`config.mk`:
```
export PLATFORM = sky130hd
export DESIGN_NAME = serial_mem_responder
export DESIGN_NICKNAME = d
export VERILOG_FILES = /design/src/rtl/cpu_pkg.sv /design/src/rtl/serial_mem_responder_byte_shift_reg.sv /design/src/rtl/serial_mem_responder.sv
export SDC_FILE = /design/constraint.sdc
export NUM_CORES = 1
export LEC_CHECK = 0
export ABC_CLOCK_PERIOD_IN_PS = 3260
export CAP_MARGIN = 10
export CORE_MARGIN = 1
export CORE_UTILIZATION = 35
export CTS_CLUSTER_SIZE = 20
export DETAILED_ROUTE_END_ITERATION = 10
export PLACE_DENSITY_LB_ADDON = 0.3
export SYNTH_ARGS = -nofsm -noshare
export SYNTH_HDL_FRONTEND = slang
export SYNTH_SLANG_ARGS = --single-unit
```
`constraint.sdc`:
```
create_clock -name clk -period 3.26 [get_ports clk]
set_input_delay 0.326 -clock clk [delete_from_list [all_inputs] [get_ports clk]]
set_output_delay 0.326 -clock clk [all_outputs]
set_load 0.02 [all_outputs]
```
`src/rtl/cpu_pkg.sv`:
```
// Shared definitions for cpu_core and its on-chip memory responder: instruction
// format encodings, the fetch-length rule and the responder FSM states.
package cpu_pkg;

    typedef enum logic [3:0] {
        OP_NOP  = 4'h0,
        OP_ADD  = 4'h1,
        OP_SUB  = 4'h2,
        OP_LD   = 4'h3,
        OP_ST   = 4'h4,
        OP_HALT = 4'hF
    } opcode_t;

    typedef enum logic [1:0] {
        R_TYPE  = 2'b00,
        I_TYPE  = 2'b01,
        M_TYPE  = 2'b10,
        SYS_END = 2'b11
    } fmt_t;

    // 16-bit instruction word; the format field sits in the low bits so the
    // responder can size a fetch from the first word alone.
    typedef struct packed {
        opcode_t    op;
        logic [2:0] rd;
        logic [2:0] rs1;
        logic [3:0] rs2;
        fmt_t       fmt;
    } instr_t;

    typedef enum logic [2:0] {
        ST_IDLE     = 3'd0,
        ST_PC_COL   = 3'd1,
        ST_FETCH_TX = 3'd2,
        ST_MAR_COL  = 3'd3,
        ST_DECIDE   = 3'd4,
        ST_MDR_COL  = 3'd5,
        ST_LOAD_TX  = 3'd6
    } state_t;

    function automatic logic [1:0] fetch_words(input fmt_t fmt);
        return ((fmt == R_TYPE) || (fmt == SYS_END)) ? 2'd1 : 2'd2;
    endfunction

endpackage

```
`src/rtl/serial_mem_responder_byte_shift_reg.sv`:
```
// LSB-first byte shifter: bytes enter at the top and move down, so after W/BUS_W
// shifts q holds the assembled word and q's low byte is always the next byte out.
module byte_shift_reg #(
    parameter int W     = 16,
    parameter int BUS_W = 8
) (
    input  logic             clk,
    input  logic             rst_n,
    input  logic             load,
    input  logic             shift,
    input  logic [W-1:0]     load_data,
    input  logic [BUS_W-1:0] sin,
    output logic [W-1:0]     q
);

    always_ff @(posedge clk or negedge rst_n) begin
        if (!rst_n) begin
            q <= '0;
        end else if (load) begin
            q <= load_data;
        end else if (shift) begin
            q <= {sin, q[W-1:BUS_W]};
        end
    end

endmodule

```
`src/rtl/serial_mem_responder.sv`:
```
// On-chip instruction/data memory agent for cpu_core's byte-wide host bus.
// Optional SERMEM_BOUNDS_CHECK_EN: out-of-range accesses read 0 / drop writes and set sticky err.
module serial_mem_responder
    import cpu_pkg::*;
#(
    parameter int DATA_W     = 16,
    parameter int BUS_W      = 8,
    parameter int ADDR_W     = 16,
    parameter int IMEM_DEPTH = 16,
    parameter int DMEM_DEPTH = 16
) (
    input  logic              clk,
    input  logic              rst_n,
    input  logic [BUS_W-1:0]  out_bus,
    input  logic              bus_pc,
    input  logic              bus_mar,
    input  logic              bus_mdr,
    output logic [BUS_W-1:0]  in_bus,
    output logic              ard_data_ready,
    output logic              ard_receive_ready,
    input  logic              imem_we,
    input  logic [ADDR_W-1:0] imem_waddr,
    input  logic [DATA_W-1:0] imem_wdata,
    input  logic [ADDR_W-1:0] dmem_raddr,
    output logic [DATA_W-1:0] dmem_rdata,
    output logic              err
);

    // Handshake: the CPU may present an out_bus byte only while ard_receive_ready is 1;
    // in_bus carries a byte exactly in the cycles ard_data_ready is 1, with no stalls.
    localparam int NB  = ADDR_W / BUS_W;
    localparam int NW  = DATA_W / BUS_W;
    localparam int IIW = $clog2(IMEM_DEPTH);
    localparam int DIW = $clog2(DMEM_DEPTH);
    localparam int CW  = $clog2(((NB > NW) ? NB : NW) + 1);

    logic [DATA_W-1:0] imem [IMEM_DEPTH];
    logic [DATA_W-1:0] dmem [DMEM_DEPTH];

    state_t            state, state_n;
    logic [CW-1:0]     byte_cnt, cnt_n;
    logic              second_q, second_n;
    logic [1:0]        nwords_q, nwords_n;
    logic              ready_q, ready_n;
    logic              rr_q;

    logic              addr_shift;
    logic [ADDR_W-1:0] addr_q, addr_next, fetch_addr;
    logic              dat_load, dat_shift;
    logic [DATA_W-1:0] dat_load_data, dat_q, store_data;
    logic [DATA_W-1:0] iword, dword;
    logic              fetch_latch, dmem_we;
    logic              i_ok, d_ok, iw_ok, dr_ok;

    function automatic logic [IIW-1:0] imem_idx(input logic [ADDR_W-1:0] a);
        return IIW'(a % ADDR_W'(IMEM_DEPTH));
    endfunction

    function automatic logic [DIW-1:0] dmem_idx(input logic [ADDR_W-1:0] a);
        return DIW'(a % ADDR_W'(DMEM_DEPTH));
    endfunction

    byte_shift_reg #(.W(ADDR_W), .BUS_W(BUS_W)) u_addr_sr (
        .clk       (clk),
        .rst_n     (rst_n),
        .load      (1'b0),
        .shift     (addr_shift),
        .load_data ('0),
        .sin       (out_bus),
        .q         (addr_q)
    );

    byte_shift_reg #(.W(DATA_W), .BUS_W(BUS_W)) u_data_sr (
        .clk       (clk),
        .rst_n     (rst_n),
        .load      (dat_load),
        .shift     (dat_shift),
        .load_data (dat_load_data),
        .sin       (out_bus),
        .q         (dat_q)
    );

    // Address including the byte on out_bus this cycle, so the last address byte
    // can select the first word without an extra cycle.
    assign addr_next  = {out_bus, addr_q[ADDR_W-1:BUS_W]};
    assign store_data = {out_bus, dat_q[DATA_W-1:BUS_W]};
    assign fetch_addr = (state == ST_FETCH_TX) ? addr_q + 1'b1 : addr_next;

`ifdef SERMEM_BOUNDS_CHECK_EN
    assign i_ok  = fetch_addr < ADDR_W'(IMEM_DEPTH);
    assign d_ok  = addr_q     < ADDR_W'(DMEM_DEPTH);
    assign iw_ok = imem_waddr < ADDR_W'(IMEM_DEPTH);
    assign dr_ok = dmem_raddr < ADDR_W'(DMEM_DEPTH);
`else
    assign i_ok  = 1'b1;
    assign d_ok  = 1'b1;
    assign iw_ok = 1'b1;
    assign dr_ok = 1'b1;
`endif

    assign iword      = i_ok  ? imem[imem_idx(fetch_addr)] : '0;
    assign dword      = d_ok  ? dmem[dmem_idx(addr_q)]     : '0;
    assign dmem_rdata = dr_ok ? dmem[dmem_idx(dmem_raddr)] : '0;

    always_comb begin
        state_n       = state;
        cnt_n         = byte_cnt;
        second_n      = second_q;
        nwords_n      = nwords_q;
        addr_shift    = 1'b0;
        dat_load      = 1'b0;
        dat_shift     = 1'b0;
        dat_load_data = iword;
        ready_n       = 1'b0;
        fetch_latch   = 1'b0;
        dmem_we       = 1'b0;
        case (state)
            ST_IDLE: begin
                if (bus_pc || bus_mar) begin
                    addr_shift = 1'b1;
                    cnt_n      = CW'(1);
                    state_n    = bus_pc ? ST_PC_COL : ST_MAR_COL;
                end
            end
            ST_PC_COL: begin
                addr_shift = 1'b1;
                cnt_n      = byte_cnt + 1'b1;
                if (byte_cnt == CW'(NB - 1)) begin
                    fetch_latch = 1'b1;
                    second_n    = 1'b0;
                    nwords_n    = fetch_words(fmt_t'(iword[1:0]));
                end
            end
            ST_FETCH_TX: begin
                if (byte_cnt != CW'(NW)) begin
                    dat_shift = 1'b1;
                    ready_n   = 1'b1;
                    cnt_n     = byte_cnt + 1'b1;
                end else if (!second_q && (nwords_q == 2'd2)) begin
                    fetch_latch = 1'b1;
                    second_n    = 1'b1;
                end else begin
                    state_n = ST_IDLE;
                end
            end
            ST_MAR_COL: begin
                addr_shift = 1'b1;
                cnt_n      = byte_cnt + 1'b1;
                if (byte_cnt == CW'(NB - 1)) begin
                    state_n = ST_DECIDE;
                end
            end
            ST_DECIDE: begin
                cnt_n = CW'(1);
                if (bus_mdr) begin
                    dat_shift = 1'b1;
                    state_n   = ST_MDR_COL;
                end else begin
                    dat_load      = 1'b1;
                    dat_load_data = dword;
                    ready_n       = 1'b1;
                    state_n       = ST_LOAD_TX;
                end
            end
            ST_MDR_COL: begin
                dat_shift = 1'b1;
                cnt_n     = byte_cnt + 1'b1;
                if (byte_cnt == CW'(NW - 1)) begin
                    dmem_we = 1'b1;
                    state_n = ST_IDLE;
                end
            end
            ST_LOAD_TX: begin
                if (byte_cnt != CW'(NW)) begin
                    dat_shift = 1'b1;
                    ready_n   = 1'b1;
                    cnt_n     = byte_cnt + 1'b1;
                end else begin
                    state_n = ST_IDLE;
                end
            end
            default: state_n = ST_IDLE;
        endcase
        // Each fetched word is captured as its first byte goes out.
        if (fetch_latch) begin
            dat_load      = 1'b1;
            dat_load_data = iword;
            ready_n       = 1'b1;
            cnt_n         = CW'(1);
            state_n       = ST_FETCH_TX;
        end
    end

    always_ff @(posedge clk or negedge rst_n) begin
        if (!rst_n) begin
            state    <= ST_IDLE;
            byte_cnt <= '0;
            second_q <= 1'b0;
            nwords_q <= 2'd1;
            ready_q  <= 1'b0;
            rr_q     <= 1'b0;
        end else begin
            state    <= state_n;
            byte_cnt <= cnt_n;
            second_q <= second_n;
            nwords_q <= nwords_n;
            ready_q  <= ready_n;
            rr_q     <= (state_n != ST_FETCH_TX) && (state_n != ST_LOAD_TX);
        end
    end

    always_ff @(posedge clk) begin
        if (imem_we && iw_ok) begin
            imem[imem_idx(imem_waddr)] <= imem_wdata;
        end
        if (dmem_we && d_ok) begin
            dmem[dmem_idx(addr_q)] <= store_data;
        end
    end

    assign in_bus            = dat_q[BUS_W-1:0];
    assign ard_data_ready    = ready_q;
    assign ard_receive_ready = rr_q;

`ifdef SERMEM_BOUNDS_CHECK_EN
    logic err_q, err_set;
    assign err_set = ((state == ST_IDLE) && bus_pc && bus_mar)
                   || (fetch_latch && !i_ok)
                   || ((state == ST_DECIDE) && !bus_mdr && !d_ok)
                   || (dmem_we && !d_ok);
    always_ff @(posedge clk or negedge rst_n) begin
        if (!rst_n) begin
            err_q <= 1'b0;
        end else begin
            err_q <= err_q | err_set;
        end
    end
    assign err = err_q;
`else
    assign err = 1'b0;
`endif

endmodule

```
==> results.py, run 1 <==
metrics = {
    "critical_path": {
        "max_stage_delay_ps": 580,
        "path_max_fanout": 2,
        "path_class": "flop to output port",
        "worst-path-buf-inv": 1,
        "crit_chain": "mux4_2 > mux4_2 > clkdlybuf4s50_1",
        "cp_slowest_cell": "clkdlybuf4s50_1",
        "end_kind": "output port",
        "worstPathRequired_ps": 2930,
        "worst_ep_arrival_time_ps": 2590,
        "crit_family": "multiplexers",
        "crit_path_start_kind": "flop",
        "cp_common_cell": "mux4_2",
    },
    "clocking": {
        "clockBufferDepth": 3,
        "cts_hold_buf": 1,
        "cts_buffers": 55,
        "cts_tree": "done",
        "cts_root_buffer": "clkbuf_16",
        "h-tree-depth": 2,
        "insertion_delay_ps": 620,
        "path_clk_slew_ps": 60,
        "postCtsSetupRepairBufs": 0,
        "ctsResizeCount": 0,
        "cts.sinks": 546,
    },
    "floorplanning": {
        "ios": 89,
        "initial_core_util_pct": 35.4,
        "dieArea_mm2": 0.0690,
        "chipHeight_um": 263,
        "rows": 95,
        "die_w_um": 263,
        "core_area_mm2": 0.0672,
    },
    "yosys": {
        "yosys-top-cells-area": "edfxtp_1, mux4_2, dfrtp_1",
        "synth_ff_type": "edfxtp_1",
        "synth_edf_count": 512,
        "avgSynthCellArea_um2": 20.0,
        "ys_seq_area_share_pct": 68.3,
        "synth_nets": 1257,
        "syn_area_mm2": 0.0238,
        "synth.distinct_cells": 66,
        "synth_area_leader_cell": "edfxtp_1",
        "synthDominantCellAreaShare_pct": 64.7,
        "async_flop_share_pct": 6.23,
        "syn_inst": 1189,
        "ys_seq_elements": 546,
        "ys.warnings.count": 0,
    },
    "layout": {
        "fin_nets": 1387,
        "final_cells": 2236,
        "antenna_cells": 0,
        "area_delta_synth_final_pct": 17.4,
        "mostFrequentLayoutCells": "edfxtp_1, mux4_2, buf_4",
        "drive_gt1_share_pct": 31.8,
        "final_common_cell": "edfxtp_1",
        "postLayoutCoreUtil_pct": 41.6,
    },
    "power_and_ir_drop": {
        "p_clk_share_pct": 27.7,
        "internal_power_mw": 15.5,
        "p_sw_mw": 7.18,
        "power.density_mw_per_mm2": 811,
        "switching_share_pct": 31.7,
        "ir_drop_uv": 453,
        "leakage_nw": 9.04,
        "p_seq_share_pct": 38.8,
        "combPwrFrac_pct": 33.4,
    },
    "routing": {
        "drt_iter0_markers": 973,
        "via_per_inst": 5.53,
        "drc": 0,
        "vias": 12368,
        "firstDrtPassIters": 5,
        "wl_per_cell_um": 26.1,
        "wirelength_mm": 58.4,
        "detail-route-antenna-nets": 0,
    },
    "sta": {
        "final-hold-violation-count": 0,
        "period_needed_ps": 2920,
        "finClkSkew_ps": 37.7,
        "whs_ps": 374,
        "setup_viol": 0,
        "maxSlewViolCount": 0,
        "period_share_pct": 89.5,
        "tightest_slew_ps": 936,
        "max_freq_mhz": 343,
        "maxSlewHeadroom_pct": 37.6,
        "rsz0062_at_grt": "no",
        "tns_ps": 0,
    },
    "flow_run": {
        "max-cap-violations": 0,
    },
    "global_route": {
        "top_usage_layer": "met2",
        "grt_pass1_wl_mm": 86.7,
        "grt_max_degree": 55,
        "grt_usage_pct": 17.2,
        "overflow": 0,
        "grt_use_met2_pct": 27.9,
        "grtUsageMet1_pct": 23.8,
        "met3_usage_pct": 3.34,
        "antenna_found_initial": 2,
        "grt_pass1_vias": 12894,
    },
    "place": {
        "numPortBuffers": 63,
        "post-place-cells": 2134,
        "place_hpwl_mm": 37.4,
        "place_congestion": 0.783,
    },
    "status": {
        "outcome": "completed",
    },
    "worst_hold_path": {
        "hold_path_class": "input port to asynchronous set/reset pin",
    },
}
==> path summary, 6_finish.rpt <==
| kind | start | endpoint | slack (ps) | depth (start not counted) |
|---|---|---|---|---|
| setup / recovery | dmem[11][5] | dmem_rdata[5] | 340 | 3 |
| hold / removal | rst_n | u_data_sr.q[6] | 370 | 2 |
| setup reg to reg | u_addr_sr.q[0] | u_data_sr.q[10] | 470 | 8 |
| hold reg to reg | nwords_q[0] | nwords_q[0] | 510 | 2 |
| max in group asynchronous | rst_n | u_addr_sr.q[0] | 2170 | 2 |
| min in group clk | nwords_q[0] | nwords_q[0] | 510 | 2 |
==> power groups by stage <==
stage	Combinational, mW	Sequential [mW]	Clock [mW]
floorplan	5.39	8.64	0
global placement	7.60	8.92	0
detailed placement	7.64	8.94	0
CTS	7.66	8.80	6.39
global route	8.14	8.85	6.67
finish	7.57	8.79	6.28
==> final cells by class <==
type / count / area [µm²]
inverters: 9 / 33.8
repair buffers: 155 / 1560
clock buffers: 69 / 1500
fillers: 5851 / 39200
well taps: 873 / 1090
clock inverters: 32 / 292
flip-flops and latches: 546 / 16200
multi-input cells: 552 / 7210
==> worst register-to-register path, cell delays in order (launching register included) <==
cell	delay [ps]
dfrtp_4	490
buf_12	280
ha_1	250
xor2_1	230
mux2_2	420
nand2_1	120
nor2_1	510
a22oi_1	290
o21ai_1	150
==> cells by family (layout without fill, tap and decap cells) <==
group           after synthesis  in the layout  synth area share (%)
xor+xnor                     13             13                 0.479
buf+inv                      91            265                  1.88
simple gates                143            143                  2.85
mux                         283            283                  22.9
fa+ha+maj                     6              6                 0.316
compound gates              106            106                  3.29
other cells                   1              1                0.0158
flops                       546            546                  68.3
==> state kept, by name (all words and copies together), names as in the netlist <==
register	cells
ard_data_ready	1
ard_receive_ready	1
byte_cnt	2
dmem	256
imem	256
nwords_q	2
second_q	1
state	3
u_addr_sr.q	8
u_data_sr.q	16
==> per-layer routing <==
metal  vias to the layer above  part of all wire, %
met2                       365                   49
met5                         -                0.045
met3                        61                  6.3
met1                      6650                   43
met4                         4                  1.7
li1                       5288                    -
==> per-stage QoR <==
step | instance area [µm²] | total power [mW] | setup slack [ps]
2_1_floorplan | 23800 | 14.0 | 312
3_3_place_gp | 26100 | 16.5 | 412
3_5_place_dp | 26100 | 16.6 | 422
4_1_cts | 27900 | 22.8 | 312
5_1_grt | 27900 | 23.7 | 237
6_report | 27900 | 22.6 | 341
==> cell usage after synthesis, drive strengths merged (9+ instances only) <==
| master | number |
|---|---|
| a211oi | 17 |
| a21oi | 9 |
| buf | 45 |
| clkbuf | 37 |
| dfrtp | 33 |
| edfxtp | 512 |
| inv | 9 |
| mux2 | 9 |
| mux2i | 67 |
| mux4 | 207 |
| nand2 | 37 |
| nand2b | 9 |
| nor2 | 57 |
| nor3 | 16 |
| o21ai | 24 |
| o221ai | 9 |
Note: power is estimated with default switching activity, not from simulation.
==> run 2: changes to the inputs <==
- CTS_CLUSTER_SIZE: 20 -> default
==> results of run 2 <==
The final DEF is identical to that of run 1; final timing and power are the same.
